==> config.mk <==
export PLATFORM = sky130hd
export DESIGN_NAME = read_scheduler_flat
export DESIGN_NICKNAME = d
export VERILOG_FILES = /design/src/rtl/read_scheduler_pkg.sv /design/src/rtl/read_scheduler_if.sv /design/src/rtl/read_scheduler_rr_arbiter.sv /design/src/rtl/read_scheduler.sv /design/src/flat_wrapper.sv
export SDC_FILE = /design/constraint.sdc
export NUM_CORES = 1
export LEC_CHECK = 0
export ABC_CLOCK_PERIOD_IN_PS = 3400
export CORE_ASPECT_RATIO = 0.75
export CORE_MARGIN = 2
export CORE_UTILIZATION = 46
export CTS_CLUSTER_DIAMETER = 80
export DETAILED_ROUTE_END_ITERATION = 16
export GPL_TIMING_DRIVEN = 0
export HOLD_SLACK_MARGIN = 0.15
export MAX_ROUTING_LAYER = met4
export PLACE_DENSITY = 0.89
export SYNTH_ARGS = -nofsm -noshare
export SYNTH_HDL_FRONTEND = slang
export SYNTH_SLANG_ARGS = --single-unit
==> constraint.sdc <==
create_clock -name clk -period 3.4 [get_ports clk]
set_input_delay 0.68 -clock clk [delete_from_list [all_inputs] [get_ports clk]]
set_output_delay 0.68 -clock clk [all_outputs]
set_load 0.02 [all_outputs]
==> src/rtl/read_scheduler_pkg.sv <==
// Shared types and defaults for the read scheduler.
// A base is one BASE_LEN-bit symbol on the shared datapath.
package proj_pkg;
    localparam int BASE_LEN         = 8;
    localparam int DEF_NUM_SRC      = 4;
    localparam int DEF_MAX_READ_LEN = 256;

    // A single source still needs a one-bit id.
    function automatic int id_w(input int n);
        return (n > 1) ? $clog2(n) : 1;
    endfunction

    localparam int SRC_ID_W = id_w(DEF_NUM_SRC);

    typedef enum logic [1:0] {
        S_IDLE   = 2'd0,
        S_STREAM = 2'd1,
        S_DRAIN  = 2'd2
    } sched_state_t;
endpackage

==> src/rtl/read_scheduler_if.sv <==
// Source-side and datapath-side signals of the read scheduler.
// slave is the scheduler; master is whatever drives sources and the datapath.
interface read_scheduler_if #(
    parameter int NUM_SRC      = proj_pkg::DEF_NUM_SRC,
    parameter int MAX_READ_LEN = proj_pkg::DEF_MAX_READ_LEN
);
    localparam int ID_W  = proj_pkg::id_w(NUM_SRC);
    localparam int LEN_W = $clog2(MAX_READ_LEN + 1);

    logic [NUM_SRC-1:0]                        src_valid;
    logic [NUM_SRC-1:0][proj_pkg::BASE_LEN-1:0] src_data;
    logic [NUM_SRC-1:0]                        src_last;
    logic [NUM_SRC-1:0]                        src_ready;
    logic [proj_pkg::BASE_LEN-1:0]             dp_in_data;
    logic                                      dp_in_valid;
    logic                                      dp_wait;
    logic [ID_W-1:0]                           grant_id;
    logic                                      busy;
    logic                                      read_done;
    logic [ID_W-1:0]                           read_src;
    logic [LEN_W-1:0]                          read_len;
    logic                                      err_overflow;

    modport slave (
        input  src_valid, src_data, src_last, dp_wait,
        output src_ready, dp_in_data, dp_in_valid, grant_id, busy,
               read_done, read_src, read_len, err_overflow
    );

    modport master (
        output src_valid, src_data, src_last, dp_wait,
        input  src_ready, dp_in_data, dp_in_valid, grant_id, busy,
               read_done, read_src, read_len, err_overflow
    );
endinterface

==> src/rtl/read_scheduler_rr_arbiter.sv <==
// Round-robin pick: searches upward from i_ptr+1, wrapping, i_ptr itself last.
// Purely combinational; the caller owns the pointer register.
module rr_arbiter #(
    parameter int NUM_SRC = 4,
    parameter int ID_W    = 2
) (
    input  logic [NUM_SRC-1:0] i_req,
    input  logic [ID_W-1:0]    i_ptr,
    output logic [NUM_SRC-1:0] o_gnt,
    output logic [ID_W-1:0]    o_idx,
    output logic               o_any
);
    logic [ID_W-1:0] w_cand;

    always_comb begin
        o_gnt  = '0;
        o_idx  = '0;
        o_any  = 1'b0;
        w_cand = '0;
        for (int i = 1; i <= NUM_SRC; i++) begin
            w_cand = ID_W'((int'(i_ptr) + i) % NUM_SRC);
            if (!o_any && i_req[w_cand]) begin
                o_any         = 1'b1;
                o_gnt[w_cand] = 1'b1;
                o_idx         = w_cand;
            end
        end
    end
endmodule

==> src/rtl/read_scheduler.sv <==
// Shares one datapath between NUM_SRC read sources, one whole read at a time.
//   state    | meaning
//   S_IDLE   | no grant; arbitrate among requesting sources
//   S_STREAM | granted source streams bases into the datapath register
//   S_DRAIN  | read closed; wait for the last base to leave, then report it
module read_scheduler
    import proj_pkg::*;
#(
    parameter int NUM_SRC      = DEF_NUM_SRC,
    parameter int MAX_READ_LEN = DEF_MAX_READ_LEN
) (
    input logic             clk,
    input logic             rst_n,
    read_scheduler_if.slave bus
);
    localparam int ID_W  = id_w(NUM_SRC);
    localparam int LEN_W = $clog2(MAX_READ_LEN + 1);

    sched_state_t        r_state, w_next;
    logic [ID_W-1:0]     r_grant, r_rr_ptr, r_read_src, w_arb_idx;
    logic [NUM_SRC-1:0]  r_grant_oh, w_arb_gnt;
    logic [LEN_W-1:0]    r_cnt, r_read_len;
    logic [BASE_LEN-1:0] r_dp_data;
    logic                r_dp_valid, r_busy, r_read_done, r_err;
    logic                w_arb_any, w_ready_g, w_xfer, w_consume;
    logic                w_hit_max, w_end_read, w_drain_done;

    rr_arbiter #(.NUM_SRC(NUM_SRC), .ID_W(ID_W)) u_arb (
        .i_req (bus.src_valid),
        .i_ptr (r_rr_ptr),
        .o_gnt (w_arb_gnt),
        .o_idx (w_arb_idx),
        .o_any (w_arb_any)
    );

    // The datapath register can take a new base when empty or being emptied.
    assign w_ready_g    = (r_state == S_STREAM) && (!r_dp_valid || !bus.dp_wait);
    assign w_xfer       = w_ready_g && bus.src_valid[r_grant];
    assign w_consume    = r_dp_valid && !bus.dp_wait;
    assign w_hit_max    = (r_cnt == LEN_W'(MAX_READ_LEN - 1));
    assign w_end_read   = w_xfer && (bus.src_last[r_grant] || w_hit_max);
    assign w_drain_done = (r_state == S_DRAIN) && (!r_dp_valid || w_consume);

    always_ff @(posedge clk or negedge rst_n) begin
        if (!rst_n) r_state <= S_IDLE;
        else        r_state <= w_next;
    end

    always_comb begin
        w_next = r_state;
        case (r_state)
            S_IDLE:   if (w_arb_any)    w_next = S_STREAM;
            S_STREAM: if (w_end_read)   w_next = S_DRAIN;
            S_DRAIN:  if (w_drain_done) w_next = S_IDLE;
            default:                    w_next = S_IDLE;
        endcase
    end

    always_comb begin
        bus.src_ready = w_ready_g ? r_grant_oh : '0;
    end

    always_ff @(posedge clk or negedge rst_n) begin
        if (!rst_n) begin
            r_grant     <= '0;
            r_grant_oh  <= '0;
            r_rr_ptr    <= ID_W'(NUM_SRC - 1);
            r_busy      <= 1'b0;
            r_cnt       <= '0;
            r_read_done <= 1'b0;
            r_read_src  <= '0;
            r_read_len  <= '0;
            r_err       <= 1'b0;
        end else begin
            r_read_done <= 1'b0;
            if (r_state == S_IDLE && w_arb_any) begin
                r_grant    <= w_arb_idx;
                r_grant_oh <= w_arb_gnt;
                r_busy     <= 1'b1;
                r_cnt      <= '0;
            end
            if (w_xfer) r_cnt <= r_cnt + 1'b1;
            // Truncated read: the rest of the source's bases form a later read.
            if (w_xfer && w_hit_max && !bus.src_last[r_grant]) r_err <= 1'b1;
            if (w_drain_done) begin
                r_read_done <= 1'b1;
                r_read_src  <= r_grant;
                r_read_len  <= r_cnt;
                r_rr_ptr    <= r_grant;
                r_busy      <= 1'b0;
                r_grant_oh  <= '0;
            end
        end
    end

    always_ff @(posedge clk or negedge rst_n) begin
        if (!rst_n) begin
            r_dp_data  <= '0;
            r_dp_valid <= 1'b0;
        end else if (w_xfer) begin
            r_dp_data  <= bus.src_data[r_grant];
            r_dp_valid <= 1'b1;
        end else if (w_consume) begin
            r_dp_valid <= 1'b0;
        end
    end

    assign bus.dp_in_data   = r_dp_data;
    assign bus.dp_in_valid  = r_dp_valid;
    assign bus.grant_id     = r_grant;
    assign bus.busy         = r_busy;
    assign bus.read_done    = r_read_done;
    assign bus.read_src     = r_read_src;
    assign bus.read_len     = r_read_len;
    assign bus.err_overflow = r_err;
endmodule

==> src/flat_wrapper.sv <==
// flat-port wrapper written by rule: the top's interface ports become plain ports
module read_scheduler_flat import proj_pkg::*;
#(
    parameter int NUM_SRC      = DEF_NUM_SRC,
    parameter int MAX_READ_LEN = DEF_MAX_READ_LEN
)
  (clk, rst_n, bus_src_valid, bus_src_data, bus_src_last, bus_dp_wait, bus_src_ready, bus_dp_in_data, bus_dp_in_valid, bus_grant_id, bus_busy, bus_read_done, bus_read_src, bus_read_len, bus_err_overflow);
  read_scheduler_if #(.NUM_SRC(NUM_SRC), .MAX_READ_LEN(MAX_READ_LEN)) bus_i ();
  input logic clk;
  input logic rst_n;
  input wire logic [$bits(bus_i.src_valid)-1:0] bus_src_valid;
  input wire logic [$bits(bus_i.src_data)-1:0] bus_src_data;
  input wire logic [$bits(bus_i.src_last)-1:0] bus_src_last;
  input wire logic [$bits(bus_i.dp_wait)-1:0] bus_dp_wait;
  output wire logic [$bits(bus_i.src_ready)-1:0] bus_src_ready;
  output wire logic [$bits(bus_i.dp_in_data)-1:0] bus_dp_in_data;
  output wire logic [$bits(bus_i.dp_in_valid)-1:0] bus_dp_in_valid;
  output wire logic [$bits(bus_i.grant_id)-1:0] bus_grant_id;
  output wire logic [$bits(bus_i.busy)-1:0] bus_busy;
  output wire logic [$bits(bus_i.read_done)-1:0] bus_read_done;
  output wire logic [$bits(bus_i.read_src)-1:0] bus_read_src;
  output wire logic [$bits(bus_i.read_len)-1:0] bus_read_len;
  output wire logic [$bits(bus_i.err_overflow)-1:0] bus_err_overflow;
  assign bus_i.src_valid = bus_src_valid;
  assign bus_i.src_data = bus_src_data;
  assign bus_i.src_last = bus_src_last;
  assign bus_i.dp_wait = bus_dp_wait;
  assign bus_src_ready = bus_i.src_ready;
  assign bus_dp_in_data = bus_i.dp_in_data;
  assign bus_dp_in_valid = bus_i.dp_in_valid;
  assign bus_grant_id = bus_i.grant_id;
  assign bus_busy = bus_i.busy;
  assign bus_read_done = bus_i.read_done;
  assign bus_read_src = bus_i.read_src;
  assign bus_read_len = bus_i.read_len;
  assign bus_err_overflow = bus_i.err_overflow;
  read_scheduler #(.NUM_SRC(NUM_SRC), .MAX_READ_LEN(MAX_READ_LEN)) u_core (.clk(clk), .rst_n(rst_n), .bus(bus_i));
endmodule
==> results.tsv <==
metric	value	unit
delay of the slowest cell on the worst path	0.60	ns
area growth from synthesis to layout	36.2	%
cell leakage power	1.44	nW
Critical Path, Cell by Cell	clkdlybuf4s50_1 -> a21oi_1 -> and2_1 -> clkdlybuf4s50_1	
Post-Syn Instances	236	
first-pass GRT wire length	9.36	mm
Total Nets Final	364	
FF-to-FF setup slack	0.50	ns
antenna violations before repair	0	
Via Count	2066	
count of yosys warnings during synthesis	0	
share of the yosys chip area belonging to registers	43.2	%
drt first-iter violations	160	
die height	67.1	µm
final clock skew	0.0124	ns
number of clock sinks seen by CTS	42	
CP Class	input port to primary output	
startpoint of the tightest hold check path	u_core.bus.read_len[4]	
max-cap violations	0	
drt total wl	5.66	mm
VDD IR-drop max	0.398	mV
area of the die	5910	µm²
largest fanout on the critical path	8	
average footprint of a synthesized cell	10.3	µm²
Mapped Area	2440	µm²
first-pass iteration count of the detailed router	5	
design area	3320	µm²
endpoint kind of the worst setup timing path	primary output	
largest net degree at the start of global routing	43	
global placer's final weighted congestion	0.873	
relative slew slack	39.3	%
clock latency at the later pin of the worst-skew pair	0.30	ns
hold bufs inserted after CTS	0	
Hold Vio Cnt, Final	0	
# port buffers	68	
signal arrival time at the worst endpoint	2.46	ns
power after layout	2.75	mW
# IOs	72	
Final period util	92.3	%
mean routed wirelength per cell	14.7	µm
data required time at the worst endpoint	2.72	ns
Max Transition Viols Final	0	
class of the most critical hold timing path	flip-flop to flip-flop	
Worst Slack Setup Final	0.263	ns
power density cells	829	nW/µm²
library cell appearing most often on the critical path	clkdlybuf4s50_1	
launching instance or port of the critical path	bus_dp_wait	
end of the critical path	bus_src_ready[0]	
worst-path cell with the longest stage delay	clkdlybuf4s50_1	
clock edge transition at the registers on the reported setup and hold paths	0.08	ns
status	complete, no violations	
Most used DFF post-synth	dfrtp_1	
count of unresolved DRC violations after routing	0	
count of antenna diodes in the layout	0	
count of different cell masters after synthesis	41	
total congestion overflow after global routing	0	
total buffers and inverters traversed by the critical path	2	
clock tree from TritonCTS	done	
flop and latch count out of synthesis	42	
proportion of layout cells with a drive suffix above 1	13.1	%
actual transition at the worst max-transition pin	0.910	ns
clock root buffer	clkbuf_8	
PostCTS Resize Cnt	0	
reg-to-reg critical path startpoint	u_core.r_rr_ptr[0]	
Core Region	5010	µm²
cell family contributing the most delay on the critical path	buffers and inverters	
number of failing setup endpoints in the final timing report	0	
maximum clock rate	0.319	GHz
logic depth of the worst setup path including buffers	4	
CTS Buf Count	5	
r2r endpoint	u_core.r_grant_oh[2]	
number of nets in the synthesized netlist	289	
Detailed Place HPWL	4.34	mm
standard-cell row count	22	
number of global-route vias before repair	1950	
post-detailed-route via-to-cell ratio	5.38	
unrepaired setup endpoints after global routing	false	
starting utilization of the core area	48.7	%
post-CTS setup buffer count	0	
count of flip-flops with a built-in enable after synthesis	0	
Min Clock Period, post-route	3.14	ns
CTS H-tree lvls	2	
Async SR Flop Fraction	100	%
cell area reported after detailed placement	3210	µm²
deepest clock path buffer count	2	
final total negative setup slack	0	ns
Post-Place Setup Slack	0.291	ns
ANT nets after route	0	
Worst Setup Start Kind	input port	
total routing resource utilization after global routing	21.3	%
cell depth of the worst flop-to-flop path	9	
horizontal extent of the die	88.1	µm
## routing by layer
metal,up-vias,wire (µm),GRT usage [%]
met3,4,473,6.94
met5,-,0,-
met4,0,43,3.60
met1,983,2590,28.5
met2,84,2560,32.7
li1,995,-,-
## final cells by class
cell class,count,area [µm²]
Inverter,7,26.3
Buffer,14,97.6
Tap cell,72,90.1
Fill cell,395,1690
Timing Repair Buffer,68,676
Clock buffer,7,86.3
Sequential cell,42,1050
Clock inverter,1,30.0
Multi-Input combinational cell,173,1260
## kinds of logic after synthesis
group / after synthesis / synth area share [%]
AO/OA/AOI/OAI: 53 / 14.0
XOR/XNOR: 1 / 0.359
adder cells (fa/ha/maj): 10 / 5.13
buffers and inverters: 21 / 5.08
flip-flops: 42 / 43.2
multiplexers: 24 / 15.5
AND/OR/NAND/NOR: 85 / 16.8
## state kept, by name, indices dropped and copies added, names as in the netlist, 2 cells and up
register / count
u_core.r_grant_oh: 4
u_core.r_state: 2
u_core.bus.read_src: 2
u_core.r_rr_ptr: 2
u_core.bus.read_len: 9
u_core.r_cnt: 9
u_core.bus.dp_in_data: 8
u_core.bus.grant_id: 2
## report_power, final
group	internal [mW]	total, mW	switching [mW]
registers	0.682	0.809	0.127
logic	0.728	1.53	0.805
clock network	0.240	0.410	0.171
## stage by stage
step           hold slack, ns  utilization [%]  instances
2_1_floorplan           0.384                -        236
3_3_place_gp            0.462             64.1        376
3_5_place_dp            0.467             64.0        376
4_1_cts                 0.486             66.3        384
5_1_grt                 0.510             66.3        384
6_report                0.481             66.3        384
## cell usage after synthesis (6+ instances only)
cell	instances	area (µm²)
mux4_2	10	225
dfrtp_1	40	1000
nand3_1	8	40.0
o21ai_1	10	50.1
nand2_1	42	158
ha_1	10	125
a221oi_1	6	52.6
nand2b_1	6	37.5
a21oi_1	10	50.1
nor2_1	10	37.5
o21ai_0	12	60.1
inv_1	7	26.3
mux2_2	8	90.1
## worst min path at each step
stage	depth (start not counted)	endpoint
global placement	2	u_core.bus.read_len[3]
global route	2	u_core.bus.read_len[4]
floorplan	0	u_core.bus.busy
finish	2	u_core.bus.read_len[4]
detailed placement	2	u_core.bus.read_len[3]
CTS	2	u_core.bus.read_len[3]
## worst reg2reg max path, delay by kind of cell, from the launching register on
family,cells,cell delay [ns]
adder cells (fa/ha/maj),1,0.32
AND/OR/NAND/NOR,1,0.15
AO/OA/AOI/OAI,4,1.16
flip-flops,1,0.58
buffers and inverters,3,0.57
## layout by cell type, fill, tap and decap left out, types with 2 or more instances in the layout
cell type,count
clkdlybuf4s50_1,67
nand2_1,42
dfrtp_1,40
o21ai_0,12
a21oi_1,10
mux4_2,10
o21ai_1,10
nor2_1,10
ha_1,10
mux2_2,8
nand3_1,8
inv_1,7
nand2b_1,6
clkbuf_1,6
a221oi_1,6
clkbuf_8,6
and3_1,5
and2_1,5
buf_2,4
mux2i_1,4
a22oi_1,4
buf_6,3
mux2_1,2
buf_4,2
nor3_1,2
and3b_1,2
a211oi_1,2
o22ai_1,2
dfstp_2,2
No activity file was read; power rests on OpenSTA's default activity.
